--- src/rtl/uart_frame_decoder.sv ---
// Frame decoder for a UART byte stream: SOF, LEN, LEN payload bytes, buffered and then drained.
// Define FRAME_CHECKSUM_EN to expect a trailing XOR checksum byte (CHECK state and XOR logic).
module uart_frame_decoder #(
   parameter int                    DATA_WIDTH    = 8,
   parameter int                    MAX_LEN       = 16,
   parameter int                    TIMEOUT_TICKS = 320,
   parameter logic [DATA_WIDTH-1:0] SOF           = DATA_WIDTH'(8'hA5)
) (
   input  logic                  clk,
   input  logic                  rstN,
   input  logic [DATA_WIDTH-1:0] byte_in,
   input  logic                  byte_valid,
   input  logic                  baudTick,
   output logic [DATA_WIDTH-1:0] payload_out,
   output logic                  payload_valid,
   input  logic                  payload_ready,
   output logic                  frame_done,
   output logic                  frame_error,
   output logic                  busy,
   output logic [2:0]            dbg_state
);

   localparam int IW = (MAX_LEN > 1) ? $clog2(MAX_LEN) : 1;
   localparam int TW = $clog2(TIMEOUT_TICKS + 1);
   localparam logic [DATA_WIDTH-1:0] MAX_LEN_B = DATA_WIDTH'(MAX_LEN);
   localparam logic [DATA_WIDTH-1:0] ONE_B     = DATA_WIDTH'(1);
   localparam logic [IW-1:0]         ONE_I     = IW'(1);
   localparam logic [TW-1:0]         ONE_T     = TW'(1);
   localparam logic [TW-1:0]         TMO_LAST  = TW'(TIMEOUT_TICKS - 1);

   typedef enum logic [2:0] {
      S_IDLE    = 3'd0,
      S_LEN     = 3'd1,
      S_PAYLOAD = 3'd2,
`ifdef FRAME_CHECKSUM_EN
      S_CHECK   = 3'd3,
`endif
      S_DRAIN   = 3'd4
   } state_t;

   state_t                  state_q, state_d;
   logic [IW-1:0]           wr_q, wr_d;
   logic [IW-1:0]           rd_q, rd_d;
   logic [DATA_WIDTH-1:0]   len_q, len_d;
   logic [TW-1:0]           tmo_q, tmo_d;
   logic                    err_q, err_d;
   logic [DATA_WIDTH-1:0]   buf_q [MAX_LEN];
   logic                    buf_we;
   logic                    rx_state;
   logic                    tmo_expire;
   logic                    last_wr;
   logic                    last_rd;
   logic                    done_c;
   logic                    ovr_c;
`ifdef FRAME_CHECKSUM_EN
   logic [DATA_WIDTH-1:0]   chk_q, chk_d;
`endif

`ifdef FRAME_CHECKSUM_EN
   assign rx_state = (state_q == S_LEN) || (state_q == S_PAYLOAD) || (state_q == S_CHECK);
`else
   assign rx_state = (state_q == S_LEN) || (state_q == S_PAYLOAD);
`endif

   assign last_wr    = (DATA_WIDTH'(wr_q) == (len_q - ONE_B));
   assign last_rd    = (DATA_WIDTH'(rd_q) == (len_q - ONE_B));
   assign tmo_expire = rx_state && baudTick && !byte_valid && (tmo_q == TMO_LAST);

   // payload_valid/payload_ready: a byte transfers on every cycle both are high;
   // payload_out stays on buffer[rd_idx] while valid is high and ready is low.
   always_comb begin
      state_d       = state_q;
      wr_d          = wr_q;
      rd_d          = rd_q;
      len_d         = len_q;
      tmo_d         = tmo_q;
      err_d         = 1'b0;
      buf_we        = 1'b0;
      done_c        = 1'b0;
      ovr_c         = 1'b0;
      payload_valid = 1'b0;
      payload_out   = '0;
`ifdef FRAME_CHECKSUM_EN
      chk_d         = chk_q;
`endif

      if (byte_valid || !rx_state) begin
         tmo_d = '0;
      end else if (baudTick) begin
         tmo_d = tmo_q + ONE_T;
      end

      case (state_q)
         S_IDLE: begin
            len_d = '0;
`ifdef FRAME_CHECKSUM_EN
            chk_d = '0;
`endif
            if (byte_valid && (byte_in == SOF)) begin
               state_d = S_LEN;
            end
         end
         S_LEN: begin
            if (byte_valid) begin
               if (byte_in > MAX_LEN_B) begin
                  err_d   = 1'b1;
                  state_d = S_IDLE;
               end else if (byte_in == '0) begin
`ifdef FRAME_CHECKSUM_EN
                  len_d   = '0;
                  chk_d   = byte_in;
                  state_d = S_CHECK;
`else
                  done_c  = 1'b1;
                  state_d = S_IDLE;
`endif
               end else begin
                  len_d   = byte_in;
`ifdef FRAME_CHECKSUM_EN
                  chk_d   = byte_in;
`endif
                  state_d = S_PAYLOAD;
               end
            end
         end
         S_PAYLOAD: begin
            if (byte_valid) begin
               buf_we = 1'b1;
               wr_d   = wr_q + ONE_I;
`ifdef FRAME_CHECKSUM_EN
               chk_d  = chk_q ^ byte_in;
               if (last_wr) state_d = S_CHECK;
`else
               if (last_wr) state_d = S_DRAIN;
`endif
            end
         end
`ifdef FRAME_CHECKSUM_EN
         S_CHECK: begin
            if (byte_valid) begin
               if (byte_in != chk_q) begin
                  err_d   = 1'b1;
                  state_d = S_IDLE;
               end else if (len_q == '0) begin
                  done_c  = 1'b1;
                  state_d = S_IDLE;
               end else begin
                  state_d = S_DRAIN;
               end
            end
         end
`endif
         S_DRAIN: begin
            payload_valid = 1'b1;
            payload_out   = buf_q[rd_q];
            if (payload_ready) begin
               rd_d = rd_q + ONE_I;
               if (last_rd) begin
                  done_c  = 1'b1;
                  state_d = S_IDLE;
               end
            end
            // A dropped SOF means the sender has started a new frame too early.
            // If it lands on the completing handshake, the error waits one cycle
            // so frame_done and frame_error never share a cycle.
            if (byte_valid && (byte_in == SOF)) begin
               if (payload_ready && last_rd) err_d = 1'b1;
               else                          ovr_c = 1'b1;
            end
         end
         default: state_d = S_IDLE;
      endcase

      if (tmo_expire) begin
         err_d   = 1'b1;
         state_d = S_IDLE;
      end

      if (state_d == S_IDLE) begin
         wr_d = '0;
         rd_d = '0;
      end
   end

   always_ff @(posedge clk or negedge rstN) begin
      if (!rstN) begin
         state_q <= S_IDLE;
         wr_q    <= '0;
         rd_q    <= '0;
         len_q   <= '0;
         tmo_q   <= '0;
         err_q   <= 1'b0;
      end else begin
         state_q <= state_d;
         wr_q    <= wr_d;
         rd_q    <= rd_d;
         len_q   <= len_d;
         tmo_q   <= tmo_d;
         err_q   <= err_d;
      end
   end

`ifdef FRAME_CHECKSUM_EN
   always_ff @(posedge clk or negedge rstN) begin
      if (!rstN) chk_q <= '0;
      else       chk_q <= chk_d;
   end
`endif

   // Buffer has no reset: aborted frames only rewind the indices.
   always_ff @(posedge clk) begin
      if (buf_we) buf_q[wr_q] <= byte_in;
   end

   assign frame_done  = done_c;
   assign frame_error = err_q | ovr_c;
   assign busy        = (state_q != S_IDLE);
   assign dbg_state   = state_q;

endmodule

--- config.mk ---
export PLATFORM = sky130hd
export DESIGN_NAME = uart_frame_decoder
export DESIGN_NICKNAME = d
export VERILOG_FILES = /design/src/rtl/uart_frame_decoder.sv
export SDC_FILE = /design/constraint.sdc
export NUM_CORES = 1
export LEC_CHECK = 0
export BUFFER_PORTS_ARGS = -buffer_cell sky130_fd_sc_hd__buf_2
export CAP_MARGIN = 30
export CORE_MARGIN = 3
export CORE_UTILIZATION = 50
export DETAILED_ROUTE_END_ITERATION = 8
export GPL_TIMING_DRIVEN = 0
export PLACE_DENSITY = 0.73
export SETUP_SLACK_MARGIN = 0.02
export SLEW_MARGIN = 40
export SYNTH_ARGS = -nofsm -noshare
export SYNTH_HDL_FRONTEND = slang
export SYNTH_SLANG_ARGS = --single-unit
--- constraint.sdc ---
create_clock -name clk -period 2.3 [get_ports clk]
set_input_delay 0.46 -clock clk [delete_from_list [all_inputs] [get_ports clk]]
set_output_delay 0.46 -clock clk [all_outputs]
set_load 0.02 [all_outputs]
# ---- Word-level counts from Yosys, hierarchy flattened
# Memory sizes are Yosys's and may differ from the RTL's.
# Index checks and enable logic that the tools add are counted.
# Widths: inputs -> output; s select.
dict set report op_classes {
  magnitude_cmp 1
  n_addsub 4
  n_bitwise 1
  reduce_logical 22
  eq_ne 10
  muxes 43
}
# cell n
set ops {}
lappend ops {{$mux 8} 4}
lappend ops {{$mux 4} 6}
lappend ops {{$mux 3} 7}
lappend ops {{$mux 1} 18}
lappend ops {{$mux 9} 2}
lappend ops {{$eq 4x8->1} 2}
lappend ops {{$pmux 8 s2} 1}
lappend ops {{$pmux 3 s4} 1}
lappend ops {{$reduce_bool 2->1} 6}
lappend ops {{$add 9x1->9 const B} 1}
lappend ops {{$eq 9x9->1 const B} 1}
lappend ops {{$add 4x1->4 const B} 2}
lappend ops {{$eq 8x8->1 const B} 1}
lappend ops {{$gt 8x5->1 const B} 1}
lappend ops {{$logic_not 8->1} 1}
lappend ops {{$sub 8x1->8 const B} 1}
lappend ops {{$logic_not 3->1} 2}
lappend ops {{$ne 2x2->1 const B} 3}
lappend ops {{$logic_and 1x1->1} 5}
lappend ops {{$mux 2} 2}
lappend ops {{$pmux 1 s2} 2}
lappend ops {{$reduce_and 2->1} 2}
lappend ops {{$reduce_and 4->1} 1}
lappend ops {{$eq 3x1->1 const B} 1}
lappend ops {{6 further kinds} 8}
dict set report word_totals {
  input_bits 13
  ramBits 128
  ff_bits 29
  n_memories 1
  out_inout_bits 15
}
# memory depth word_bits rd rd_clocked_by_memory_dff write_ports line_no
set mem_list {}
lappend mem_list {buf_q 16 8 1 0 1 47} ;# logic [DATA_WIDTH-1:0] buf_q [MAX_LEN];

# ---- Depth between registers and ports, before layout
# Gate-level depths: netlist (run 1).
dict set report logic_depth {
  word_depth 9
  mapped_depth 8
  ltp_nobuf 8
}

# ---- Least setup slack after synthesis (run 1)
# No wires, ideal clock.
dict set report synth_path {
  path_kind {flip-flop to output port}
  from {register rd_q[0]}
  to {output port payload_out[7]}
  slack_ns -0.210
  path_stages_with_launch 6
  t_arrival_ns 2.050
  t_required_ns 1.840
  path_cell_list {dfrtp_1 -> buf_2 -> buf_2 -> mux4_2 -> mux4_2 -> and2_1}
}
dict set report synth_between {
  elab_chain_cells 2
}
# item line_no
set synth_rtl {}
lappend synth_rtl {{from (decl)} 43} ;# logic [IW-1:0] rd_q, rd_d;
lappend synth_rtl {{from (signal assigned)} 196} ;# rd_q <= rd_d;
lappend synth_rtl {{$mem_v2 16x8} n/a}
lappend synth_rtl {{$mux 8} 93} ;# case (state_q)
lappend synth_rtl {{to (decl)} 14} ;# output logic [DATA_WIDTH-1:0] payload_out,
# No other way between the ends.

# ---- Worst setup path in the final report (run 1)
dict set report layout_path {
  from {register rd_q[0]}
  to {output port payload_out[5]}
}
# The elaborated chain is that of the path after synthesis.

==> results.yml, run 1 <==
run_status:
  status: "finished, violations left"
  violations: "negative setup slack"
clock_tree:
  cts_max_level: 4
  cts_buffers: 17
  cts_max_path_buffers: 2
  hold_buffers: 0
  clock_sinks: 157
  clk_latency_ns: 0.41
  cts_tree: "built"
  root_buffer: "clkbuf_16"
  path_clk_slew_ns: 0.06
detailed_routing:
  drt_pass1_iterations: 5
  first_iter_violations: 310
  routed_wl_mm: 13.84
  num_vias: 3614
  wl_per_cell_um: 21.77
  drc_errors: 0
  antenna_left: 0
  vias_per_cell: 5.682
logic_synthesis:
  synth_area_um2: 6646
  synth_cells: 389
  yosysTopAreaCellShare: 0.5783
  synthFlopType: "edfxtp_1"
  synth_most_common_cell: "edfxtp_1"
  ys_types: 42
  syn_nets: 409
  ys_top_cells_by_count: "edfxtp_1, mux4_2, nor2_1"
  synthArstFlopShare: 0.1847
  synth_edf_count: 128
  yosysWarnings: 0
  synth.area.top_cells: "edfxtp_1, mux4_2, dfrtp_1"
  yosysSeqAreaShare: 0.6875
  synth_top_cell_by_area: "edfxtp_1"
  synth_seq_cells: 157
  avgSynthCellArea_um2: 17.09
layout:
  stdcell_area_um2: 8058
  antenna_cells: 0
  utilization: 0.6283
  syn_to_final_growth_pct: 21.23
  drive_gt1_frac: 0.3642
  fin_cells: 636
  nets: 471
timing:
  setup_tns_ns: -5.836
  period_share: 1.272
  hold_viol: 0
  min_period_ns: 2.925
  finalSetupViolations: 10
  fmax_mhz: 341.9
  drv_slew: 0
  setup_ws_ns: -0.6245
  fin_skew_ns: 0.005871
  rsz0062_at_grt: "yes"
  slew_headroom: 0.5680
  tightestPinTransition_ns: 0.6480
setup_path:
  cp-start-kind: "flip-flop"
  critPathKind: "flip-flop to output port"
  worstPathArrival_ns: 2.46
  worst-endpoint-required_ns: 1.84
  cp_max_fo: 8
  worstSetupEndpointType: "output port"
place:
  dp.cells: 592
  portBuffers: 27
  dpl_cell_area_um2: 7091
  dp_hpwl_mm: 8.772
  gp_congestion: 0.8737
grt:
  antenna_found_initial: 0
  gr-total-overflow: 0
  track_usage: 0.1990
  grt_pass1_vias: 3760
  grt_start_max_net_pins: 30
  grt_pass1_wl_mm: 21.29
floorplan:
  die_h_um: 121.3
  dieWidth_um: 121.3
  core_um2: 12820
  fp.dieArea_um2: 14710
  ios: 28
  rows: 41
  start_util: 0.5182
power_and_ir_drop:
  peakVddDrop_v: 0.0004843
  leakagePower_uw: 0.002804
  p_per_area_nw_per_um2: 729.0
hold_path:
  hold_path.class: "input pin to async pin"
flow_run:
  drv_cap: 0
-- layout make-up --
cell class / instances / area [um^2]
plain buffers: 18 / 178.9
clock buffers: 19 / 432.9
clock inverters: 13 / 142.6
fillers: 902 / 4767
inverters: 8 / 32.53
multi-input cells: 206 / 2136
flip-flops and latches: 157 / 4571
well taps: 172 / 215.2
repair buffers: 43 / 349.1
-- state kept, by name, summed over array words and instances, names as in the netlist --
signal and cells:
buf_q 128, dbg_state 3, err_q 1, len_q 8
rd_q 4, tmo_q 9, wr_q 4
-- placed cells by master, fill, tap and decap left out, types with 2 or more instances in the layout --
master      instances
edfxtp_1          128
mux4_2             40
dfrtp_1            28
nand2_1            23
buf_2              22
clkbuf_16          19
nor2_1             18
xor2_1             15
buf_4              15
xnor2_1            11
buf_6              10
nor2_2              9
and2_4              8
inv_1               7
nand3_1             7
a21oi_1             7
o21ai_0             7
ha_1                7
and3_1              4
nand4_1             4
nor3_4              4
clkinvlp_4          4
clkbuf_2            3
buf_12              3
clkbuf_8            3
nor3_1              3
nand2b_1            3
nor2_4              3
mux2i_1             3
and2_1              3
clkbuf_1            3
clkinv_4            3
nor3b_2             2
nor2b_1             2
a31oi_1             2
a21boi_4            2
a21oi_2             2
bufinv_16           2
inv_6               2
-- through the flow --
| stage | hold WS, ns | setup slack [ns] | total power, uW |
|---|---|---|---|
| floorplan | 0.1644 | 0.004692 | 3151 |
| global placement | 0.4721 | -0.5577 | 3214 |
| detailed placement | 0.4753 | -0.3239 | 3221 |
| CTS | 0.07268 | -0.6489 | 5915 |
| global route | 0.09069 | -0.6831 | 6051 |
| finish | 0.06313 | -0.6245 | 5874 |
-- power breakdown --
part	internal (uW)	switching (uW)
registers	3080	0.515
logic	16.0	69.1
clock network	1600	1110
total	4690	1180
-- cell families (layout without fill, tap and decap cells) --
kind of cell	after synthesis	after routing	synth area share
AOI/OAI and AO/OA	26	27	0.02862
xor gates and xnor gates	27	27	0.03558
adders and majority gates	7	7	0.01318
buffers and inverters	27	101	0.01732
DFF	157	157	0.6875
muxes	43	43	0.1401
and+or+nand+nor	102	102	0.07775
-- metal layers --
layer / track usage / vias up / wire length [um]
li1: - / 1626 / -
met3: 0.04895 / 12 / 915
met5: 0 / - / 0
met4: 0.05672 / 0 / 105
met2: 0.3223 / 119 / 7119
met1: 0.2718 / 1857 / 5703
-- worst max-delay path, cell delays in order (launching register included) --
cell and delay [ns]:
dfrtp_1 0.38, buf_8 0.17, buf_12 0.15, mux4_2 0.55, mux4_2 0.51, and2_4 0.16, buf_6 0.12
-- worst paths after layout --
path	end	cells past startpoint	from	slack, ns
max	payload_out[5]	6	rd_q[0]	-0.62
min	tmo_q[1]	1	rstN	0.06
max reg2reg	rd_q[1]	7	len_q[1]	0.06
min reg2reg	len_q[6]	1	len_q[6]	0.49
max in group asynchronous	len_q[2]	1	rstN	1.78
min in group clk	tmo_q[0]	3	baudTick	0.37
-- what timing repair did --
item / 4_1_cts / 5_1_grt
endpoints found under the setup margin: 105 / 86
gates cloned: 0 / 3
pin swaps: 5 / 8
gates resized for setup: 34 / 37
setup buffers: 8 / 2
(Power assumes the default switching activity.)
==> inputs of run 2 (changes only) <==
Settings changed: CTS_BUF_LIST set to sky130_fd_sc_hd__clkbuf_4 sky130_fd_sc_hd__clkbuf_8, CTS_CLUSTER_DIAMETER set to 50.
==> results.yml, run 2 (same netlist as run 1, synthesis figures left out) <==
power_and_ir_drop:
  finalPower_uw: 5160
  peakVddDrop_v: 0.0003430
  leakagePower_uw: 0.002739
  p_per_area_nw_per_um2: 652.0
timing:
  finalSetupViolations: 10
  rsz0062_at_grt: "yes"
  slew_headroom: 0.5538
  drv_slew: 0
  period_share: 1.283
  tightestPinTransition_ns: 0.6693
  hold_viol: 0
  fmax_mhz: 338.8
  setup_ws_ns: -0.6518
  hold-worst-slack_ns: 0.03945
  fin_skew_ns: 0.006439
  min_period_ns: 2.952
grt:
  grt_pass1_vias: 3766
  grt_pass1_wl_mm: 21.12
  antenna_found_initial: 0
  grt_start_max_net_pins: 30
  track_usage: 0.1982
  gr-total-overflow: 0
layout:
  drive_gt1_frac: 0.3683
  regMostFlops: "buf_q"
  antenna_cells: 0
  top_regs: "buf_q x128, tmo_q x9, len_q x8"
  nets: 474
  largest_register_ffs: 128
  stdcell_area_um2: 7915
  final_cell_mix: "edfxtp_1, mux4_2, dfrtp_1"
  final_common_cell: "edfxtp_1"
  fill_cells: 917
  syn_to_final_growth_pct: 19.09
  utilization: 0.6172
clock_tree:
  cts_tree: "built"
  cts_max_path_buffers: 2
  clk_latency_ns: 0.45
  path_clk_slew_ns: 0.08
  hold_buffers: 0
  root_buffer: "clkbuf_8"
  cts_max_level: 4
  cts_buffers: 17
  clock_sinks: 157
floorplan:
  die_h_um: 121.3
  dieWidth_um: 121.3
  ios: 28
  core_um2: 12820
  rows: 41
  fp.dieArea_um2: 14710
  start_util: 0.5182
detailed_routing:
  vias_per_cell: 5.764
  first_iter_violations: 383
  routed_wl_mm: 13.64
  drt_pass1_iterations: 5
  wl_per_cell_um: 21.34
  drc_errors: 0
  antenna_left: 0
  num_vias: 3683
setup_path:
  cp-start-kind: "flip-flop"
  worstSetupEndpointType: "output port"
  cp_max_fo: 8
  rr_worst_depth: 7
  worstPathArrival_ns: 2.49
  worst-endpoint-required_ns: 1.84
  r2r_start: "len_q[1]"
  rrSetupSlack_ns: 0.10
  critPathKind: "flip-flop to output port"
  r2r-end: "rd_q[2]"
place:
  portBuffers: 27
  dp_slack_ns: -0.3239
  dpl_cell_area_um2: 7091
  dp_hpwl_mm: 8.772
  gp_congestion: 0.8737
flow_run:
  drv_cap: 0
run_status:
  violations: "negative setup slack"
  status: "finished, violations left"
hold_path:
  hold_path.class: "input pin to async pin"
run 2: cell types whose count changed in the layout (fill, tap and decap cells not counted), sizes merged:
cell    change
clkbuf      +1
buf         +2
run 2: power breakdown:
group	switching (uW)	internal, uW	total, uW
sequential	0.550	3070	3070
clock	1010	991	2000
combinational	70.3	16.0	86.3
total	1080	4080	5160
run 2: worst max path at each step:
stage | cells after the start | end | slack (ns) | start
floorplan | 5 | payload_out[0] | 0.005 | rd_q[0]
CTS | 6 | payload_out[4] | -0.70 | rd_q[0]
global route | 6 | payload_out[3] | -0.73 | rd_q[0]
detailed placement | 6 | payload_out[3] | -0.32 | rd_q[1]
global placement | 6 | buf_q[1][6] | -0.56 | dbg_state[2]
finish | 6 | payload_out[5] | -0.65 | rd_q[0]
run 2: critical path, cell delays in order (launching register included):
cell and delay (ns):
dfrtp_1 0.38, buf_8 0.17, buf_12 0.15, mux4_2 0.54, mux4_2 0.51, and2_4 0.16
buf_6 0.12
run 2: timing repair:
item,in CTS,in global routing
resized for setup,38,34
pin swaps,5,10
cloned,0,3
endpoints found under the setup margin,120,71
hold endpoints to repair,0,0
buffers inserted,9,4
run 2: final cells by class:
| class | count | area (um^2) | share of cell area |
|---|---|---|---|
| Sequential cell | 157 | 4569 | 0.5773 |
| Multi-Input combinational cell | 206 | 2147 | 0.2713 |
| Timing Repair Buffer | 46 | 377.9 | 0.04774 |
| Clock buffer | 19 | 249.0 | 0.03146 |
| Tap cell | 172 | 215.2 | 0.02719 |
| Buffer | 18 | 181.4 | 0.02292 |
| Clock inverter | 13 | 142.6 | 0.01802 |
| Inverter | 8 | 32.53 | 0.004110 |
run 2: per-stage QoR:
stage	std cells	setup TNS, ns
floorplan	389	0
global placement	588	-20.25
detailed placement	592	-7.172
CTS	632	-6.383
global route	639	-7.002
finish	639	-6.102
run 2: routing by layer:
layer  vias up  track usage  part of all wire
met2       133       0.3154              0.50
met3        22      0.05408             0.072
li1       1636            -                 -
met1      1892       0.2714              0.41
met4         0      0.05812             0.016
met5         -            0                 0
